<file path="src/rtl/msrv32_pkg.sv">
//==============================================================================
// Module      : msrv32_pkg
// Description : Shared opcode, funct3 and 2-bit predictor counter encodings.
// Revision    : 1.0 - initial release
//==============================================================================
`default_nettype none

package msrv32_pkg;

    // Opcode field opcode[6:2]
    localparam logic [4:0] c_OP_BRANCH = 5'b11000;
    localparam logic [4:0] c_OP_JAL    = 5'b11011;
    localparam logic [4:0] c_OP_JALR   = 5'b11001;

    localparam logic [2:0] c_F3_BEQ  = 3'b000;
    localparam logic [2:0] c_F3_BNE  = 3'b001;
    localparam logic [2:0] c_F3_BLT  = 3'b100;
    localparam logic [2:0] c_F3_BGE  = 3'b101;
    localparam logic [2:0] c_F3_BLTU = 3'b110;
    localparam logic [2:0] c_F3_BGEU = 3'b111;

    typedef logic [1:0] bht_cnt_t;

    localparam bht_cnt_t c_SNT = 2'b00;
    localparam bht_cnt_t c_WNT = 2'b01;
    localparam bht_cnt_t c_WT  = 2'b10;
    localparam bht_cnt_t c_ST  = 2'b11;

    // Saturating step of a 2-bit counter towards the resolved direction
    function automatic bht_cnt_t bht_next(input bht_cnt_t cnt, input logic taken);
        if (taken) begin
            return (cnt == c_ST) ? c_ST : bht_cnt_t'(cnt + 2'b01);
        end
        return (cnt == c_SNT) ? c_SNT : bht_cnt_t'(cnt - 2'b01);
    endfunction

endpackage

`default_nettype wire

</file>
<file path="src/rtl/msrv32_branch_cmp.sv">
//==============================================================================
// Module      : msrv32_branch_cmp
// Description : Combinational branch condition evaluator for branches and jumps.
// Revision    : 1.0 - initial release
//==============================================================================
`default_nettype none

module msrv32_branch_cmp
    import msrv32_pkg::*;
#(
    parameter int XLEN = 32
) (
    input  logic [XLEN-1:0] i_rs1,
    input  logic [XLEN-1:0] i_rs2,
    input  logic [4:0]      i_opcode,
    input  logic [2:0]      i_funct3,
    output logic            o_taken,
    output logic            o_cond_branch
);

    logic w_eq;
    logic w_lt;
    logic w_ltu;

    assign w_eq  = (i_rs1 == i_rs2);
    assign w_lt  = ($signed(i_rs1) < $signed(i_rs2));
    assign w_ltu = (i_rs1 < i_rs2);

    // o_cond_branch flags only conditional branches with a legal funct3
    always_comb begin
        o_taken       = 1'b0;
        o_cond_branch = 1'b0;
        case (i_opcode)
            c_OP_BRANCH: begin
                o_cond_branch = 1'b1;
                case (i_funct3)
                    c_F3_BEQ:  o_taken = w_eq;
                    c_F3_BNE:  o_taken = ~w_eq;
                    c_F3_BLT:  o_taken = w_lt;
                    c_F3_BGE:  o_taken = ~w_lt;
                    c_F3_BLTU: o_taken = w_ltu;
                    c_F3_BGEU: o_taken = ~w_ltu;
                    default:   o_cond_branch = 1'b0;
                endcase
            end
            c_OP_JAL, c_OP_JALR: o_taken = 1'b1;
            default: ;
        endcase
    end

endmodule

`default_nettype wire

</file>
<file path="src/rtl/msrv32_branch_predict_unit.sv">
//==============================================================================
// Module      : msrv32_branch_predict_unit
// Description : Bimodal branch predictor with resolve stage and statistics.
// Revision    : 1.0 - initial release
//==============================================================================
`default_nettype none

module msrv32_branch_predict_unit
    import msrv32_pkg::*;
#(
    parameter int XLEN      = 32,
    parameter int BHT_DEPTH = 64,
    parameter int CNT_W     = 16
) (
    input  logic             ms_riscv32_mp_clk_in,
    input  logic             ms_riscv32_mp_rst_in,
    input  logic [XLEN-1:0]  fetch_pc_in,
    output logic             predict_taken_out,
    input  logic             resolve_valid_in,
    input  logic [XLEN-1:0]  resolve_pc_in,
    input  logic [XLEN-1:0]  rs1_in,
    input  logic [XLEN-1:0]  rs2_in,
    input  logic [6:0]       opcode_in,
    input  logic [2:0]       funct3_in,
    input  logic             predicted_taken_in,
    input  logic             stall_in,
    input  logic             flush_in,
    output logic             branch_taken_out,
    output logic             resolve_valid_out,
    output logic             mispredict_out,
    output logic [CNT_W-1:0] branch_count_out,
    output logic [CNT_W-1:0] mispredict_count_out
);

    localparam int IDX = $clog2(BHT_DEPTH);

    logic [IDX-1:0]         w_fetch_idx;
    logic [IDX-1:0]         w_resolve_idx;
    logic                   w_taken;
    logic                   w_cond_branch;
    logic                   w_mispredict;
    logic                   w_update_en;
    logic                   w_advance;
    logic [2*BHT_DEPTH-1:0] w_bht_flat;
    logic                   w_unused_bits;

    logic                   r_valid;
    logic                   r_taken;
    logic                   r_mispredict;
    logic [CNT_W-1:0]       r_branch_cnt;
    logic [CNT_W-1:0]       r_mispredict_cnt;

    assign w_fetch_idx   = fetch_pc_in[IDX+1:2];
    assign w_resolve_idx = resolve_pc_in[IDX+1:2];

    // PC bits outside the index and the opcode length bits carry no information here
    assign w_unused_bits = ^{fetch_pc_in[XLEN-1:IDX+2], fetch_pc_in[1:0],
                             resolve_pc_in[XLEN-1:IDX+2], resolve_pc_in[1:0],
                             opcode_in[1:0]};

    msrv32_branch_cmp #(
        .XLEN (XLEN)
    ) u_cmp (
        .i_rs1         (rs1_in),
        .i_rs2         (rs2_in),
        .i_opcode      (opcode_in[6:2]),
        .i_funct3      (funct3_in),
        .o_taken       (w_taken),
        .o_cond_branch (w_cond_branch)
    );

    assign w_mispredict = resolve_valid_in & (w_taken ^ predicted_taken_in);
    assign w_advance    = ~flush_in & ~stall_in;
    assign w_update_en  = w_advance & resolve_valid_in & w_cond_branch;

    // One flop pair per entry so the asynchronous reset reaches every counter
    generate
        for (genvar gi = 0; gi < BHT_DEPTH; gi++) begin : g_bht
            bht_cnt_t r_cnt;

            always_ff @(posedge ms_riscv32_mp_clk_in or posedge ms_riscv32_mp_rst_in) begin
                if (ms_riscv32_mp_rst_in) begin
                    r_cnt <= c_WNT;
                end else if (w_update_en && (w_resolve_idx == IDX'(gi))) begin
                    r_cnt <= bht_next(r_cnt, w_taken);
                end
            end

            assign w_bht_flat[2*gi +: 2] = r_cnt;
        end
    endgenerate

    // Lookup sees the pre-update value when it collides with a same-cycle update
    assign predict_taken_out = ~ms_riscv32_mp_rst_in & w_bht_flat[{w_fetch_idx, 1'b1}];

    always_ff @(posedge ms_riscv32_mp_clk_in or posedge ms_riscv32_mp_rst_in) begin
        if (ms_riscv32_mp_rst_in) begin
            r_valid      <= 1'b0;
            r_taken      <= 1'b0;
            r_mispredict <= 1'b0;
        end else if (flush_in) begin
            r_valid      <= 1'b0;
            r_taken      <= 1'b0;
            r_mispredict <= 1'b0;
        end else if (!stall_in) begin
            r_valid      <= resolve_valid_in;
            r_taken      <= resolve_valid_in & w_taken;
            r_mispredict <= w_mispredict;
        end
    end

    always_ff @(posedge ms_riscv32_mp_clk_in or posedge ms_riscv32_mp_rst_in) begin
        if (ms_riscv32_mp_rst_in) begin
            r_branch_cnt     <= '0;
            r_mispredict_cnt <= '0;
        end else begin
            if (w_update_en && (r_branch_cnt != {CNT_W{1'b1}})) begin
                r_branch_cnt <= r_branch_cnt + CNT_W'(1);
            end
            if (w_advance && w_mispredict && (r_mispredict_cnt != {CNT_W{1'b1}})) begin
                r_mispredict_cnt <= r_mispredict_cnt + CNT_W'(1);
            end
        end
    end

    assign branch_taken_out     = r_taken;
    assign resolve_valid_out    = r_valid;
    assign mispredict_out       = r_mispredict;
    assign branch_count_out     = r_branch_cnt;
    assign mispredict_count_out = r_mispredict_cnt;

endmodule

`default_nettype wire

</file>
<file path="config.mk">
export PLATFORM = sky130hd
export DESIGN_NAME = msrv32_branch_predict_unit
export DESIGN_NICKNAME = d
export VERILOG_FILES = /design/src/rtl/msrv32_pkg.sv /design/src/rtl/msrv32_branch_cmp.sv /design/src/rtl/msrv32_branch_predict_unit.sv
export SDC_FILE = /design/constraint.sdc
export NUM_CORES = 1
export LEC_CHECK = 0
export ABC_AREA = 1
export CORE_ASPECT_RATIO = 0.8
export CORE_MARGIN = 2
export CORE_UTILIZATION = 45
export CTS_BUF_LIST = sky130_fd_sc_hd__clkbuf_4
export DETAILED_ROUTE_END_ITERATION = 12
export PLACE_DENSITY_LB_ADDON = 0.1
export SLEW_MARGIN = 25
export SYNTH_ARGS = -nofsm -noshare
export SYNTH_HDL_FRONTEND = slang
export SYNTH_SLANG_ARGS = --single-unit
</file>
<file path="constraint.sdc">
create_clock -name ms_riscv32_mp_clk_in -period 5.85 [get_ports ms_riscv32_mp_clk_in]
set_input_delay 1.17 -clock ms_riscv32_mp_clk_in [delete_from_list [all_inputs] [get_ports ms_riscv32_mp_clk_in]]
set_output_delay 1.17 -clock ms_riscv32_mp_clk_in [all_outputs]
set_load 0.005 [all_outputs]
</file>
==> flow_summary.yaml, run 1 <==
clock_tree:
  clock_path_buffers: 2
  cts_tree: "done"
  cts_root_buffer: "clkbuf_4"
  cts.sinks: 163
  cts_buffers: 17
  cts_hold_buf: 0
  ctsResizeCount: 0
  postCtsSetupRepairBufs: 0
  htree_levels: 4
  clkSlewWorstSetupHoldPaths_ns: 0.14
  clk_latency_ns: 0.58
logic_synthesis:
  ys_seq_area_share_pct: 41.4
  syn_area_sq_um: 10000
  synth-compound-area-share_pct: 19.9
  synth_top_family_by_area: "simple AND/OR/NAND/NOR gates"
  synth.area.mux_share_pct: 0
  synth_cells: 1376
  synth-simple-area-share_pct: 24.3
  avgSynthCellArea_sq_um: 7.30
  yosysWarnings: 0
  synth_cell_types: 38
  syn_nets: 1554
  ys_ff_latch: 163
  synthAdderAreaFrac_pct: 4.23
  synth_xor_area_share_pct: 2.53
floorplanning:
  dieHeight_um: 138
  die_area_sq_um: 23500
  row_count: 48
  die_w_um: 171
  ios: 180
  start_util_pct: 46.2
  coreArea_sq_um: 21700
global_route:
  grt_pass1_vias: 8264
  antenna_found_initial: 1
  grt_start_max_net_pins: 95
  grt_pass1_wl_mm: 42.2
  grt.total_usage_pct: 23.0
  grt_overflow: 0
timing:
  slew_violations: 0
  finalCritPeriodShare_pct: 82.9
  max_freq_mhz: 206
  hold_slack_ns: 0.495
  tns_ns: 0
  relSlewSlack_pct: 27.7
  min_period_ns: 4.85
  rsz0062_at_grt: "no"
  worst_pin_slew_ns: 1.08
  setup_viol_count_final: 0
  clock_skew_ns: 0.0199
  final_hold_viol_count: 0
place:
  portBuffers: 125
  dpl.hpwl_mm: 18.6
  place.gp.congestion: 0.828
cells_and_area:
  final_util_pct: 54.7
  layout-drive-gt1-share_pct: 8.03
  syn_to_final_growth_pct: 18.4
  n_fill_cell: 2077
  nets: 1672
power:
  p_leak_nw: 4.77
  vdd_drop_max_v: 0.000134
  p_per_area_nw_per_um2: 188
route:
  drt_iter0_drc: 732
  route.vias.total: 9399
  firstDrtPassIters: 5
  wl_mm: 26.2
  routed_via_density: 5.20
  remaining_drc_errors: 0
  wire_per_inst_um: 14.5
  antenna_left: 0
job:
  drv_cap: 0
critical_path:
  endpoint_kind: "primary output"
  critPathKind: "primary input to primary output"
  worstPathArrival_ns: 3.68
  crit_path_start_kind: "primary input"
  crit_fanout: 30
  worstPathRequired_ns: 4.68
outcome:
  status: "finished clean"
hold_path:
  min_path_type: "flip-flop to flip-flop"
-- stage by stage --
stage	instance area, sq um	setup WS [ns]	std cells	total power, mW
2_1_floorplan	10000	0.381	1376	1.34
6_report	11900	1.00	1808	2.23
3_5_place_dp	11600	1.05	1775	1.48
4_1_cts	11900	1.04	1807	2.26
5_1_grt	11900	0.847	1808	2.35
3_3_place_gp	11500	1.04	1775	1.47
-- cell families (layout without fill, tap and decap cells) --
logic type,count (synthesis),in the layout
other,0,1
AO/OA/AOI/OAI,368,368
XOR/XNOR,29,29
adder cells (fa/ha/maj),34,34
AND/OR/NAND/NOR,600,600
buffers and inverters,182,313
flip-flops,163,163
-- worst max-delay path, stage by stage --
cell and delay [ns]:
clkdlybuf4s50_1 0.42, inv_1 0.60, o21ai_0 0.22, o221ai_1 0.27, nand3_1 0.11, nand3_1 0.08
nand3b_1 0.08, a21oi_1 0.19, clkdlybuf4s50_1 0.53
-- routing by layer --
layer	GRT usage [%]	wire length, um	up-vias
met3	3.88	1390	20
met2	35.0	11400	220
met4	6.69	328	0
met5	0	0	-
li1	-	-	4821
met1	33.7	13000	4338
-- sequential cells by signal, summed over array words and instances (netlist names) --
register / count
branch_taken_out: 1
mispredict_count_out: 16
mispredict_out: 1
g_bht.r_cnt: 128
branch_count_out: 16
resolve_valid_out: 1
-- layout by cell type (no fill, tap or decap), drive strengths merged, types with 2 or more instances in the layout --
| cell | Yosys | final |
|---|---|---|
| bufinv | 0 | 4 |
| clkbuf | 19 | 17 |
| nor3 | 15 | 15 |
| o2bb2ai | 5 | 5 |
| ha | 34 | 34 |
| clkinv | 1 | 6 |
| xnor2 | 14 | 14 |
| o21ai | 274 | 274 |
| nand4 | 25 | 25 |
| inv | 148 | 152 |
| o22ai | 4 | 4 |
| buf | 14 | 7 |
| clkinvlp | 0 | 2 |
| nor4 | 2 | 2 |
| nand2 | 344 | 344 |
| xor2 | 15 | 15 |
| a31oi | 32 | 32 |
| dfrtp | 99 | 99 |
| a21boi | 14 | 14 |
| o221ai | 9 | 9 |
| clkdlybuf4s50 | 0 | 125 |
| dfstp | 64 | 64 |
| nand3 | 40 | 40 |
| a21oi | 26 | 26 |
| o21a | 2 | 2 |
| nor2 | 172 | 172 |
-- synthesized netlist by cell type --
master	n	area (sq um)
o211ai_1	1	7.51
a21boi_1	3	22.5
inv_1	145	544
nor2_1	170	638
clkinv_1	1	3.75
a21oi_2	3	26.3
a21oi_1	23	115
dfrtp_1	99	2480
nor4_1	2	12.5
nand2_1	339	1270
nand3b_1	1	7.51
nor3_2	1	10.0
nor3_1	14	70.1
clkbuf_1	19	71.3
buf_8	1	15.0
dfstp_2	64	1680
nand4_4	1	21.3
nand3_1	40	200
xor2_1	15	131
a31oi_1	32	200
a21o_1	1	7.51
nor2_2	2	12.5
buf_2	3	15.0
o21ai_1	75	375
o22ai_1	4	25.0
o221ai_1	9	78.8
nand4_1	24	150
nand2_2	4	25.0
xnor2_1	14	123
o2bb2ai_1	5	43.8
o21a_1	2	15.0
a21boi_0	11	82.6
o21ai_0	199	996
nand2_4	1	11.3
inv_2	3	11.3
ha_1	34	425
and3b_1	1	8.76
buf_6	10	113
-- cell type report --
cell class	instances	area [sq um]	share of cell area, %
antenna	1	2.50	0.0210
clock buffer	17	128	1.07
clock inverter	15	205	1.73
inverter	149	564	4.74
multi-input combinational	1031	5130	43.1
sequential	163	4160	35.0
tap	300	375	3.16
timing repair buffer	132	1330	11.2
-- power breakdown --
part,internal (mW),switching (mW),total (mW),leakage [nW]
clock network,0.344,0.432,0.776,0.171
logic,0.136,0.157,0.293,2.58
registers,1.14,0.0201,1.16,2.02
total,1.62,0.610,2.23,4.77
-- final timing paths --
check                                   startpoint                 endpoint  slack (ns)  cells after the start
min in group asynchronous     ms_riscv32_mp_rst_in       g_bht[35].r_cnt[1]        1.10                      2
hold / removal                  g_bht[49].r_cnt[0]       g_bht[49].r_cnt[0]        0.49                      2
hold reg to reg                 g_bht[49].r_cnt[0]       g_bht[49].r_cnt[0]        0.49                      2
max in group asynchronous     ms_riscv32_mp_rst_in       g_bht[26].r_cnt[0]        3.81                      3
setup reg to reg           mispredict_count_out[0]  mispredict_count_out[2]        3.14                      9
setup / recovery                    fetch_pc_in[2]        predict_taken_out        1.00                      9
Power figures use the tool's default switching activity.
==> run 2: changes to the inputs <==
==> constraint.sdc (replaced) <==
create_clock -name ms_riscv32_mp_clk_in -period 4.5 [get_ports ms_riscv32_mp_clk_in]
set_input_delay 0.9 -clock ms_riscv32_mp_clk_in [delete_from_list [all_inputs] [get_ports ms_riscv32_mp_clk_in]]
set_output_delay 0.9 -clock ms_riscv32_mp_clk_in [all_outputs]
set_load 0.005 [all_outputs]
==> run 2 against run 1 <==
  * First-iteration DRC count increased by 11%
  * Utilization increased by 0.33 points
  * Non-clock buffer count increased by 14
  * Register-to-register slack got worse by 1.3 ns
  * Design area increased by 0.61%
  * Highest routed layer unchanged
  * Largest power group unchanged
  * Setup slack got worse by 0.69 ns
  * Flip-flop and latch count unchanged
==> flow_summary.yaml, run 2 (same netlist as run 1, synthesis figures left out) <==
route:
  wire_per_inst_um: 14.5
  route.vias.total: 9591
  firstDrtPassIters: 5
  remaining_drc_errors: 0
  wl_mm: 26.5
  routed_via_density: 5.27
  drt_iter0_drc: 816
  antenna_left: 0
cells_and_area:
  nets: 1686
  final_cell_mix: "339 x nand2_1, 199 x o21ai_0, 170 x nor2_1"
  top_register: "g_bht.r_cnt"
  antenna_cells: 0
  largest_reg_flops: 128
  n_fill_cell: 2104
  syn_to_final_growth_pct: 19.1
  layout-drive-gt1-share_pct: 8.55
  layout_commonest_cell: "nand2_1"
power:
  p_per_area_nw_per_um2: 239
  p_total_mw: 2.86
  p_leak_nw: 4.82
  vdd_drop_max_v: 0.000129
global_route:
  grt.total_usage_pct: 23.4
  grt_start_max_net_pins: 74
  grt_overflow: 0
  grt_pass1_wl_mm: 43.6
  antenna_found_initial: 0
  grt_pass1_vias: 8707
clock_tree:
  postCtsSetupRepairBufs: 0
  clock_path_buffers: 2
  clk_latency_ns: 0.58
  cts.sinks: 163
  cts_tree: "done"
  clkSlewWorstSetupHoldPaths_ns: 0.14
  htree_levels: 4
  cts_buffers: 17
  ctsResizeCount: 0
  cts_root_buffer: "clkbuf_4"
  cts_hold_buf: 0
place:
  place.gp.congestion: 0.843
  pre_cts_ws_ns: 0.364
  portBuffers: 125
  dpl.hpwl_mm: 19.1
timing:
  worst_pin_slew_ns: 0.879
  relSlewSlack_pct: 41.3
  slew_violations: 0
  tns_ns: 0
  rsz0062_at_grt: "no"
  final_hold_viol_count: 0
  setup_viol_count_final: 0
  min_period_ns: 4.19
  finalCritPeriodShare_pct: 93.1
  timing.final.ws_setup_ns: 0.308
  max_freq_mhz: 239
  clock_skew_ns: 0.0219
  hold_slack_ns: 0.494
outcome:
  status: "finished clean"
critical_path:
  crit_path_start_kind: "primary input"
  crit_fanout: 18
  endpoint_kind: "primary output"
  worstPathArrival_ns: 3.29
  worstRegToRegCells: 9
  critPathKind: "primary input to primary output"
  worstPathRequired_ns: 3.60
floorplanning:
  dieHeight_um: 138
  coreArea_sq_um: 21700
  die_w_um: 171
  row_count: 48
  die_area_sq_um: 23500
  ios: 180
  start_util_pct: 46.2
hold_path:
  min_path_cells: 2
  min_path_type: "flip-flop to flip-flop"
job:
  drv_cap: 0
==> run 2: cell types whose count changed in the layout (fill, tap and decap cells not counted), sizes merged <==
cell / change
diode: -1
buf: +14
clkinv: +2
bufinv: -1
inv: -1
==> run 2: per-layer routing <==
| layer | vias up | wire (um) | track usage [%] |
|---|---|---|---|
| met4 | 0 | 391 | 6.21 |
| met1 | 4447 | 13000 | 34.4 |
| met5 | - | 0 | 0 |
| met2 | 268 | 11500 | 35.9 |
| met3 | 32 | 1540 | 3.62 |
| li1 | 4844 | - | - |
==> run 2: layout make-up <==
class / instances / area, sq um / share of cell area [%]
Multi-Input combinational cell: 1031 / 5110 / 42.7
Sequential cell: 163 / 4160 / 34.8
Timing Repair Buffer: 146 / 1450 / 12.1
Inverter: 149 / 563 / 4.71
Tap cell: 300 / 375 / 3.14
Clock inverter: 15 / 179 / 1.50
Clock buffer: 17 / 128 / 1.07
==> run 2: worst paths after layout <==
check	startpoint	slack [ns]	to
setup / recovery	fetch_pc_in[3]	0.31	predict_taken_out
hold / removal	g_bht[48].r_cnt[0]	0.49	g_bht[48].r_cnt[0]
setup reg to reg	mispredict_count_out[0]	1.88	mispredict_count_out[4]
hold reg to reg	g_bht[48].r_cnt[0]	0.49	g_bht[48].r_cnt[0]
max in group asynchronous	ms_riscv32_mp_rst_in	2.81	g_bht[57].r_cnt[0]
min in group asynchronous	ms_riscv32_mp_rst_in	0.82	g_bht[37].r_cnt[1]
==> run 2: through the flow <==
| stage | instance area [sq um] | instances | util (%) |
|---|---|---|---|
| 3_3_place_gp | 11700 | 1789 | 53.6 |
| 6_report | 12000 | 1821 | 55.0 |
| 3_5_place_dp | 11700 | 1789 | 53.6 |
| 2_1_floorplan | 10100 | 1376 | - |
| 5_1_grt | 12000 | 1821 | 55.0 |
| 4_1_cts | 12000 | 1821 | 55.0 |
==> run 2: worst max-delay path, stage by stage <==
cell and delay [ns]:
clkdlybuf4s50_1 0.44, inv_1 0.44, o21ai_0 0.19, o21ai_0 0.26, o21ai_0 0.16, nand3_1 0.10
nand3b_1 0.07, a21oi_1 0.18, clkdlybuf4s50_1 0.53
==> run 2: report_power, final <==
group | total (mW) | internal [mW] | switching (mW)
clock network | 0.959 | 0.390 | 0.569
registers | 1.51 | 1.49 | 0.0252
logic | 0.390 | 0.181 | 0.209
total | 2.86 | 2.06 | 0.803
